**src/rtl/uart_rx_mv_sampler.sv**
```systemverilog
// Majority-vote bit sampler for the UART receive path.
// Captures an odd number of samples centred on each bit period, votes on them
// and emits the voted bit with a one-cycle strobe, plus noise and
// prescale-configuration flags. An optional rx_in synchroniser feeds the samples.
module uart_rx_mv_sampler #(
    parameter int NUM_SAMPLES = 3,
    parameter int PRESCALE_W  = 6,
    parameter int SYNC_STAGES = 2
) (
    input  logic                  CLK,
    input  logic                  RST,
    input  logic [PRESCALE_W-1:0] prescale,
    input  logic [PRESCALE_W-1:0] edge_cnt,
    input  logic                  data_sample_en,
    input  logic                  rx_in,
    output logic                  rx_sync,
    output logic                  sampled_data,
    output logic                  sampled_valid,
    output logic                  noise_err,
    output logic                  cfg_err
);

    localparam int HALF  = (NUM_SAMPLES - 1) / 2;
    localparam int IDX_W = (NUM_SAMPLES > 1) ? $clog2(NUM_SAMPLES) : 1;
    localparam int CNT_W = $clog2(NUM_SAMPLES + 1);

    localparam logic [PRESCALE_W:0] HALF_W       = (PRESCALE_W + 1)'(HALF);
    localparam logic [PRESCALE_W:0] MIN_PRESCALE = (PRESCALE_W + 1)'(NUM_SAMPLES + 2);
    localparam logic [IDX_W-1:0]    IDX_LAST     = IDX_W'(NUM_SAMPLES - 1);
    localparam logic [CNT_W-1:0]    HALF_C       = CNT_W'(HALF);
    localparam logic [CNT_W-1:0]    ALL_C        = CNT_W'(NUM_SAMPLES);

    logic [IDX_W-1:0]       idx_q, idx_d;
    logic [NUM_SAMPLES-1:0] samples_q, samples_d;
    logic [NUM_SAMPLES-1:0] shifted;
    logic [CNT_W-1:0]       ones;
    logic                   data_q, data_d;
    logic                   valid_q, valid_d;
    logic                   noise_q, noise_d;
    logic                   cfg_q;

    logic [PRESCALE_W:0]    prescale_ext;
    logic [PRESCALE_W:0]    centre;
    logic [PRESCALE_W:0]    win_start;
    logic [PRESCALE_W:0]    target;
    logic                   window_hit;
    logic                   boundary_abort;

    generate
        if (SYNC_STAGES == 0) begin : g_no_sync
            assign rx_sync = rx_in;
        end else begin : g_sync
            logic [SYNC_STAGES-1:0] sync_q;

            // Shift the raw line through the synchroniser chain; idle-high after reset
            always_ff @(posedge CLK or posedge RST) begin
                if (RST) begin
                    sync_q <= '1;
                end else begin
                    sync_q[0] <= rx_in;
                    for (int i = 1; i < SYNC_STAGES; i++) begin
                        sync_q[i] <= sync_q[i-1];
                    end
                end
            end

            assign rx_sync = sync_q[SYNC_STAGES-1];
        end
    endgenerate

    // Window position arithmetic is one bit wider than prescale so the sum never wraps
    assign prescale_ext   = {1'b0, prescale};
    assign centre         = prescale_ext >> 1;
    assign win_start      = centre - HALF_W;
    assign target         = win_start + (PRESCALE_W + 1)'(idx_q);
    assign window_hit     = ({1'b0, edge_cnt} == target);
    assign boundary_abort = (edge_cnt == '0) && (idx_q != '0);

    // Candidate sample register with the current line value shifted in, and its ones count
    always_comb begin
        shifted    = samples_q;
        shifted[0] = rx_sync;
        for (int i = 1; i < NUM_SAMPLES; i++) begin
            shifted[i] = samples_q[i-1];
        end
        ones = '0;
        for (int i = 0; i < NUM_SAMPLES; i++) begin
            ones = ones + CNT_W'(shifted[i]);
        end
    end

    // Capture, abort and vote decisions; aborts take priority over a window hit
    always_comb begin
        idx_d     = idx_q;
        samples_d = samples_q;
        data_d    = data_q;
        noise_d   = noise_q;
        valid_d   = 1'b0;
        if (!data_sample_en || cfg_q || boundary_abort) begin
            idx_d = '0;
        end else if (window_hit) begin
            samples_d = shifted;
            if (idx_q == IDX_LAST) begin
                idx_d   = '0;
                valid_d = 1'b1;
                data_d  = (ones > HALF_C);
                noise_d = (ones != '0) && (ones != ALL_C);
            end else begin
                idx_d = idx_q + IDX_W'(1);
            end
        end
    end

    // Sampler state and registered outputs
    always_ff @(posedge CLK or posedge RST) begin
        if (RST) begin
            idx_q     <= '0;
            samples_q <= '1;
            data_q    <= 1'b1;
            valid_q   <= 1'b0;
            noise_q   <= 1'b0;
        end else begin
            idx_q     <= idx_d;
            samples_q <= samples_d;
            data_q    <= data_d;
            valid_q   <= valid_d;
            noise_q   <= noise_d;
        end
    end

    // Flag a prescale too small to hold the window plus a margin on each side
    always_ff @(posedge CLK or posedge RST) begin
        if (RST) begin
            cfg_q <= 1'b0;
        end else begin
            cfg_q <= (prescale_ext < MIN_PRESCALE);
        end
    end

    assign sampled_data  = data_q;
    assign sampled_valid = valid_q;
    assign noise_err     = noise_q;
    assign cfg_err       = cfg_q;

endmodule

```
**config.mk**
```make
export PLATFORM = sky130hd
export DESIGN_NAME = uart_rx_mv_sampler
export DESIGN_NICKNAME = d
export VERILOG_FILES = /design/src/rtl/uart_rx_mv_sampler.sv
export SDC_FILE = /design/constraint.sdc
export NUM_CORES = 1
export LEC_CHECK = 0
export CORE_MARGIN = 3
export CORE_UTILIZATION = 46
export CTS_CLUSTER_SIZE = 25
export DETAILED_ROUTE_END_ITERATION = 10
export PLACE_DENSITY = 0.72
export SLEW_MARGIN = 30
export SYNTH_ARGS = -nofsm -noshare
export SYNTH_HDL_FRONTEND = slang
export SYNTH_SLANG_ARGS = --single-unit
```
**constraint.sdc**
```tcl
create_clock -name CLK -period 6.81 [get_ports CLK]
set_input_delay 1.362 -clock CLK [delete_from_list [all_inputs] [get_ports CLK]]
set_output_delay 1.362 -clock CLK [all_outputs]
set_load 0.02 [all_outputs]
```
==> flow_metrics.py <==
metrics = {
    "run_status": {
        "status": "completed",
    },
    "setup_path": {
        "timing.critical_path.required_ns": 6.98,
        "critical_path.endpoint_type": "flip-flop",
        "timing.critical_path.buf_inv": 2,
        "worst_setup_start_kind": "input port",
        "cp_cell_sequence": "clkdlybuf4s50_1 > inv_1 > ha_1 > fa_1 > or4bb_1 > o221ai_1 > o31a_1 > a22o_4 > nand3_2 > mux2_1",
        "critical_path_arrival_ns": 4.63,
        "crit_type": "in2reg",
        "cpMaxStageDelayCell": "clkdlybuf4s50_1",
        "peak_fanout_along_the_critical_path": 11,
        "critical_path.top_delay_family": "buffers and inverters",
        "cpPeakStageDelay_ns": 0.70,
    },
    "sta": {
        "tightestPinTransition_ns": 0.868,
        "hold_viol": 0,
        "rsz_0062_raised_after_global_routing": "false",
        "period_minus_slack_ns": 4.46,
        "clock.fmax_ghz": 0.224,
        "fin_ws_ns": 2.35,
        "final.setup_skew_ns": 0.0132,
        "slew_viol_final": 0,
        "final-setup-viol-count": 0,
        "timing.max_slew.rel_slack": 0.420,
        "crit_share_post_route": 0.655,
        "fin_setup_tns_ns": 0,
    },
    "place": {
        "pre_cts_worst_setup_slack_ns": 2.13,
        "numPlacedInstances": 134,
        "place_hpwl_mm": 1.50,
        "finalWeightedCongestion": 0.850,
        "placement.io_buffers": 20,
        "placedInstanceArea_um2": 1140,
    },
    "pwr": {
        "power.density_nw_per_um2": 134,
        "p_leak_uw": 0.000453,
        "vdd.ir_drop.worst_mv": 0.110,
    },
    "final_layout": {
        "final_util": 0.638,
        "finalNonFillerCells": 138,
        "fin_nets": 136,
        "layout_commonest_cell": "clkdlybuf4s50_1",
        "area.growth.synth_to_final_pct": 24.5,
        "layout_common_cells": "clkdlybuf4s50_1, nor2_1, inv_1",
        "antenna-diode-count": 0,
        "fillers": 164,
        "final_cell_area_um2": 1160,
        "fraction_of_layout_cells_with_a_size_suffix_above_1": 0.142,
    },
    "min_path": {
        "hold_class": "reg2reg",
    },
    "global_routing": {
        "first_global_vias": 744,
        "grt_first_pass_wirelength_mm": 3.28,
        "grt_usage": 0.167,
        "globalRoute.totalOverflow": 0,
        "antenna_violations_before_repair": 0,
        "largest_net_degree_at_the_start_of_global_routing": 12,
    },
    "detailed_routing": {
        "drt-wirelength-per-cell_um": 13.5,
        "postRouteWirelength_mm": 1.87,
        "drt-initial-drc-count": 15,
        "dr_wl_met2_um": 894,
        "drt_drc_violations_left": 0,
        "final_antenna_net_count": 0,
        "via_per_inst": 5.52,
        "top_layer_used": "met3",
        "wl_met3_um": 128,
        "detail_route.first_pass.iterations": 4,
        "m1WireLength_um": 843,
        "total_vias_in_the_final_route": 762,
    },
    "yosys": {
        "synth-compound-area-share": 0.146,
        "postSynth.asyncResetShare": 1.00,
        "postSynthRegisterBits": 10,
        "post-synth-top-area-cell": "dfstp_2",
        "synth_seq_area_share": 0.275,
        "postSynth.topFlopCell": "dfstp_2",
        "combinational_family_with_the_most_area_after_synthesis": "simple AND/OR/NAND/NOR gates",
        "netlist_top_cells_area": "dfstp_2, dfrtp_1, ha_1, fa_1, xnor2_1",
        "synth_fa_ha_area_frac": 0.0965,
        "synthesis.nets": 115,
        "synthDominantCellAreaShare": 0.141,
        "post_synth_xor_area_fraction": 0.106,
        "synth_area_per_cell_um2": 10.0,
        "number_of_flops_mapped_to_enable_cells_by_yosys": 0,
        "synthCells": 93,
        "yosys.area_share.simple": 0.267,
        "mappedNetlistArea_um2": 933,
        "synth_cell_type_count": 45,
        "yosysWarnings": 0,
        "post_synth_mux_area_share": 0.0509,
    },
    "floorplanning": {
        "io-pin-count": 21,
        "core_um2": 1820,
        "start_util": 0.513,
        "core_rows": 15,
        "dieHeight_um": 51.0,
        "fp.dieArea_um2": 2610,
        "die_width_um": 51.0,
    },
    "clock_network": {
        "cts.path.max_buffers": 2,
        "cts_tree": "yes",
        "worst_skew_pair.late_latency_ns": 0.27,
        "clock-sinks": 10,
        "clock-root-buffer": "clkbuf_4",
        "cts_inserted_buffers": 3,
        "cts-resized-gates": 0,
        "ctsHtreeMaxLevel": 1,
        "post_cts_buffers": 0,
        "worst_setup_hold_path_clk_slew_ns": 0.05,
        "ctsHoldBuffers": 0,
    },
    "flow_run": {
        "timing.max_cap.violations": 0,
    },
}
==> power breakdown <==
group          switching [µW]  internal (µW)
logic                    23.4           24.1
registers                2.63           64.2
clock network            18.9           22.5
==> synthesized netlist by cell type, drive strengths merged (2+ instances only) <==
| master | instances |
|---|---|
| nand4 | 3 |
| nor3b | 2 |
| o21ai | 3 |
| dfrtp | 5 |
| fa | 2 |
| o31ai | 3 |
| buf | 4 |
| nand2 | 5 |
| or4 | 2 |
| or3 | 3 |
| dfstp | 5 |
| o221ai | 2 |
| xnor2 | 4 |
| nor3 | 3 |
| mux2 | 3 |
| nor2 | 8 |
| inv | 7 |
| nand2b | 2 |
| a211oi | 2 |
| xor2 | 2 |
| nor4 | 2 |
| ha | 4 |
| o31a | 2 |
| and2 | 2 |
==> cell type report <==
type                       instances  area (µm²)  area share
multi-input combinational         72         622       0.535
sequential                        10         256       0.221
timing repair buffer              20         200       0.172
tap                               25        31.3      0.0269
clock buffer                       4        26.3      0.0226
inverter                           7        26.3      0.0226
==> sequential cells by signal (all words and copies together) (netlist names) <==
register,flops
noise_err,1
samples_q,2
g_sync.sync_q,2
sampled_valid,1
cfg_err,1
idx_q,2
sampled_data,1
==> routing by layer <==
metal	vias up	GRT usage
li1	382	-
met1	359	0.218
met2	21	0.266
met3	0	0.0612
met4	0	0.0269
met5	-	0
==> cell families after synthesis <==
kind of cell             after synthesis
AND/OR/NAND/NOR                       37
AO/OA/AOI/OAI                         17
buffers and inverters                 11
flip-flops                            10
XOR/XNOR                               8
adder cells (fa/ha/maj)                6
multiplexers                           4
==> path summary, 6_finish.rpt <==
path	endpoint	slack [ns]	depth (start not counted)	start
worst min-delay path	g_sync.sync_q[1]	0.36	0	g_sync.sync_q[0]
worst min register to register	g_sync.sync_q[1]	0.36	0	g_sync.sync_q[0]
worst max-delay path	samples_q[1]	2.35	10	prescale[1]
min in group asynchronous	idx_q[1]	1.36	2	RST
max in group asynchronous	samples_q[0]	5.12	2	RST
worst max register to register	samples_q[1]	3.98	9	idx_q[0]
==> per-stage QoR <==
step	hold slack [ns]	power, µW
2_1_floorplan	0.345	98.8
3_3_place_gp	0.347	114
3_5_place_dp	0.352	115
4_1_cts	0.360	158
5_1_grt	0.363	166
6_report	0.356	156
Note: power is estimated with default switching activity, not from simulation.
==> variant: new RTL, config.mk and constraints unchanged <==
`NUM_SAMPLES`: 3 -> 5.
--- a/src/rtl/uart_rx_mv_sampler.sv
+++ b/src/rtl/uart_rx_mv_sampler.sv
@@ -3,7 +3,7 @@
 // and emits the voted bit with a one-cycle strobe, plus noise and
 // prescale-configuration flags. An optional rx_in synchroniser feeds the samples.
 module uart_rx_mv_sampler #(
-    parameter int NUM_SAMPLES = 3,
+    parameter int NUM_SAMPLES = 5,
     parameter int PRESCALE_W  = 6,
     parameter int SYNC_STAGES = 2
 ) (
Check against the original RTL: not equivalent (Yosys sat finds a counterexample within 4 cycles, from zero or initial values and one cycle with RST high).
==> variant against the original RTL <==
- sequential power increased by 25%
- critical path depth is 1 higher
- final area increased by 12%
- non-clock buffer count did not move
- highest routed layer is now met4
- area after synthesis grew 12%
- core utilization fell by 0.56 points
- clock skew is 0.0049 ns lower
- sequential share of layout area is 3.5 points higher
- first-iteration DRC count up 60%
- largest cell class unchanged
- routed wire length increased by 5.6%
- sequential cell count increased by 3
- total power increased by 15%
- worst setup slack improved by 0.067 ns
- worst hold slack improved by 0.0028 ns
==> variant: results (changes against the original RTL) <==
Flop pwr share: 0.468 (was 0.429)
Arr. time, crit path: 4.60 ns (was 4.63 ns)
Clock-pin slew on the worst setup and hold paths: 0.08 ns (was 0.05 ns)
Largest net degree at the start of global routing: 14 (was 12)
R2R Setup Slk: 3.79 ns (was 3.98 ns)
Wirelength, routed: 1969 µm (was 1865 µm)
Detail Placement HPWL: 1704 µm (was 1504 µm)
Family with the most delay on the worst path: simple AND/OR/NAND/NOR gates (was buffers and inverters)
Share of cells above drive strength 1: 0.1885 (was 0.1416)
Synth async-reset ratio: 1.000 (unchanged)
DRT met1 WL: 950 µm (was 843 µm)
Path depth of the worst reg2reg path: 8 (was 9)
Vias in the first global route: 745 (was 744)
Layout Nets: 151 (was 136)
Initial detailed-routing violation count: 24 (was 15)
Metal2 WL: 873 µm (was 894 µm)
CTS Buf Count: 3 (unchanged)
Fraction of area in registers: 0.2560 (was 0.2207)
Placement Cell Area: 1277 µm² (was 1136 µm²)
Syn_nets: 126 (was 115)
Biggest regs: samples_q: 4 flops, idx_q: 3 flops, g_sync.sync_q: 2 flops (was g_sync.sync_q: 2 flops, idx_q: 2 flops, samples_q: 2 flops)
Register area share after synthesis: 0.3201 (was 0.2748)
Critical Path Max Stage Delay: 0.52 ns (was 0.70 ns)
FILL cells: 182 (was 164)
Commonest cells post-synth: inv_1, ha_1, dfstp_2 (was nor2_1, inv_1, dfrtp_1, dfstp_2, nand2_1)
Crit Path Max Fanout: 5 (was 11)
P_comb: 0.0000462 W (was 0.0000475 W)
Clock-cell share: 0.02109 (was 0.02261)
DR WL met3: 121 µm (was 128 µm)
Worst r2r src: idx_q[0]$_DFFE_PP0P_ (unchanged)
Non-clock inverter count in the final layout: 14 (was 7)
Pleak: 0.5716 nW (was 0.4527 nW)
Worst-Margin Slew: 0.5195 ns (was 0.8678 ns)
Ranking of synthesized cells by area: dfstp_2, dfrtp_1, ha_1, fa_1, inv_1 (was dfstp_2, dfrtp_1, ha_1, fa_1, xnor2_1)
Area of the multi-input gates: 656.9 µm² (was 621.8 µm²)
Crit path max-delay cell type: clkdlybuf4s50_1 (unchanged)
First-pass GRT wire length: 3249 µm (was 3277 µm)
Total global-route track usage: 0.1628 (was 0.1667)
Hold WS: 0.3593 ns (was 0.3565 ns)
Synth cell types: 39 (was 45)
Peak supply drop: 133.8 µV (was 110.5 µV)
Setup Skew: 0.008284 ns (was 0.01321 ns)
Hold Crit Class: reg2reg (unchanged)
Antenna violations before repair: 0 (unchanged)
Multi-In Gates: 71 (was 72)
Top sig layer: met4 (was met3)
Synth Register Bits: 13 (was 10)
Tapcells: 27 (was 25)
Non-clock buffer share: 0.1534 (was 0.1722)
Status: complete, no violations (unchanged)
Vias: 810 (was 762)
Port bufs: 20 (unchanged)
Net Sw Power: 0.00005085 W (was 0.00004489 W)
Global placement routability congestion: 0.8667 (was 0.8496)
Deepest clock path buffer count: 2 (unchanged)
## variant: worst register-to-register path, delay by kind of cell, from the launching register on
family | cells | cell delay (ns)
AOI/OAI and AO/OA | 3 | 1.00
adders and majority gates | 2 | 0.64
DFF | 1 | 0.43
muxes | 1 | 0.37
and+or+nand+nor | 2 | 0.49
## variant: per-layer routing
metal | global-route usage | vias up
met5 | 0 | -
met4 | 0.06383 | 0
met3 | 0.05817 | 4
met2 | 0.2429 | 26
met1 | 0.2138 | 374
li1 | - | 406
## variant: logic make-up (layout without fill, tap and decap cells)
group | after synthesis | count (layout) | synth area share
xor+xnor | 9 | 9 | 0.1019
fa+ha+maj | 12 | 12 | 0.1655
buf+inv | 14 | 38 | 0.05036
simple gates | 22 | 22 | 0.1271
flops | 13 | 13 | 0.3201
compound gates | 22 | 22 | 0.1679
mux | 6 | 6 | 0.06714
## variant: per-stage QoR
step | instances | total power, W | worst slack (ns) | util
final | 149 | 0.0001789 | 2.417 | 0.6329
after global routing | 149 | 0.0001920 | 2.247 | 0.6329
after CTS | 149 | 0.0001818 | 2.438 | 0.6329
after detailed placement | 145 | 0.0001318 | 2.123 | 0.6195
after global placement | 145 | 0.0001303 | 2.182 | 0.6195
after floorplan | 98 | 0.0001139 | 2.957 | -
## variant: how the worst max path moves through the flow
stage          cells after the start  slack (ns)         from                       end
2_1_floorplan                     10        2.96  prescale[2]  samples_q[0]$_DFFE_PP1P_
3_3_place_gp                      11        2.18  prescale[2]  samples_q[0]$_DFFE_PP1P_
3_5_place_dp                      11        2.12  prescale[2]  samples_q[1]$_DFFE_PP1P_
4_1_cts                           11        2.44  prescale[2]  samples_q[1]$_DFFE_PP1P_
5_1_grt                           11        2.25  prescale[2]  samples_q[3]$_DFFE_PP1P_
6_report                          11        2.42  prescale[2]  samples_q[1]$_DFFE_PP1P_
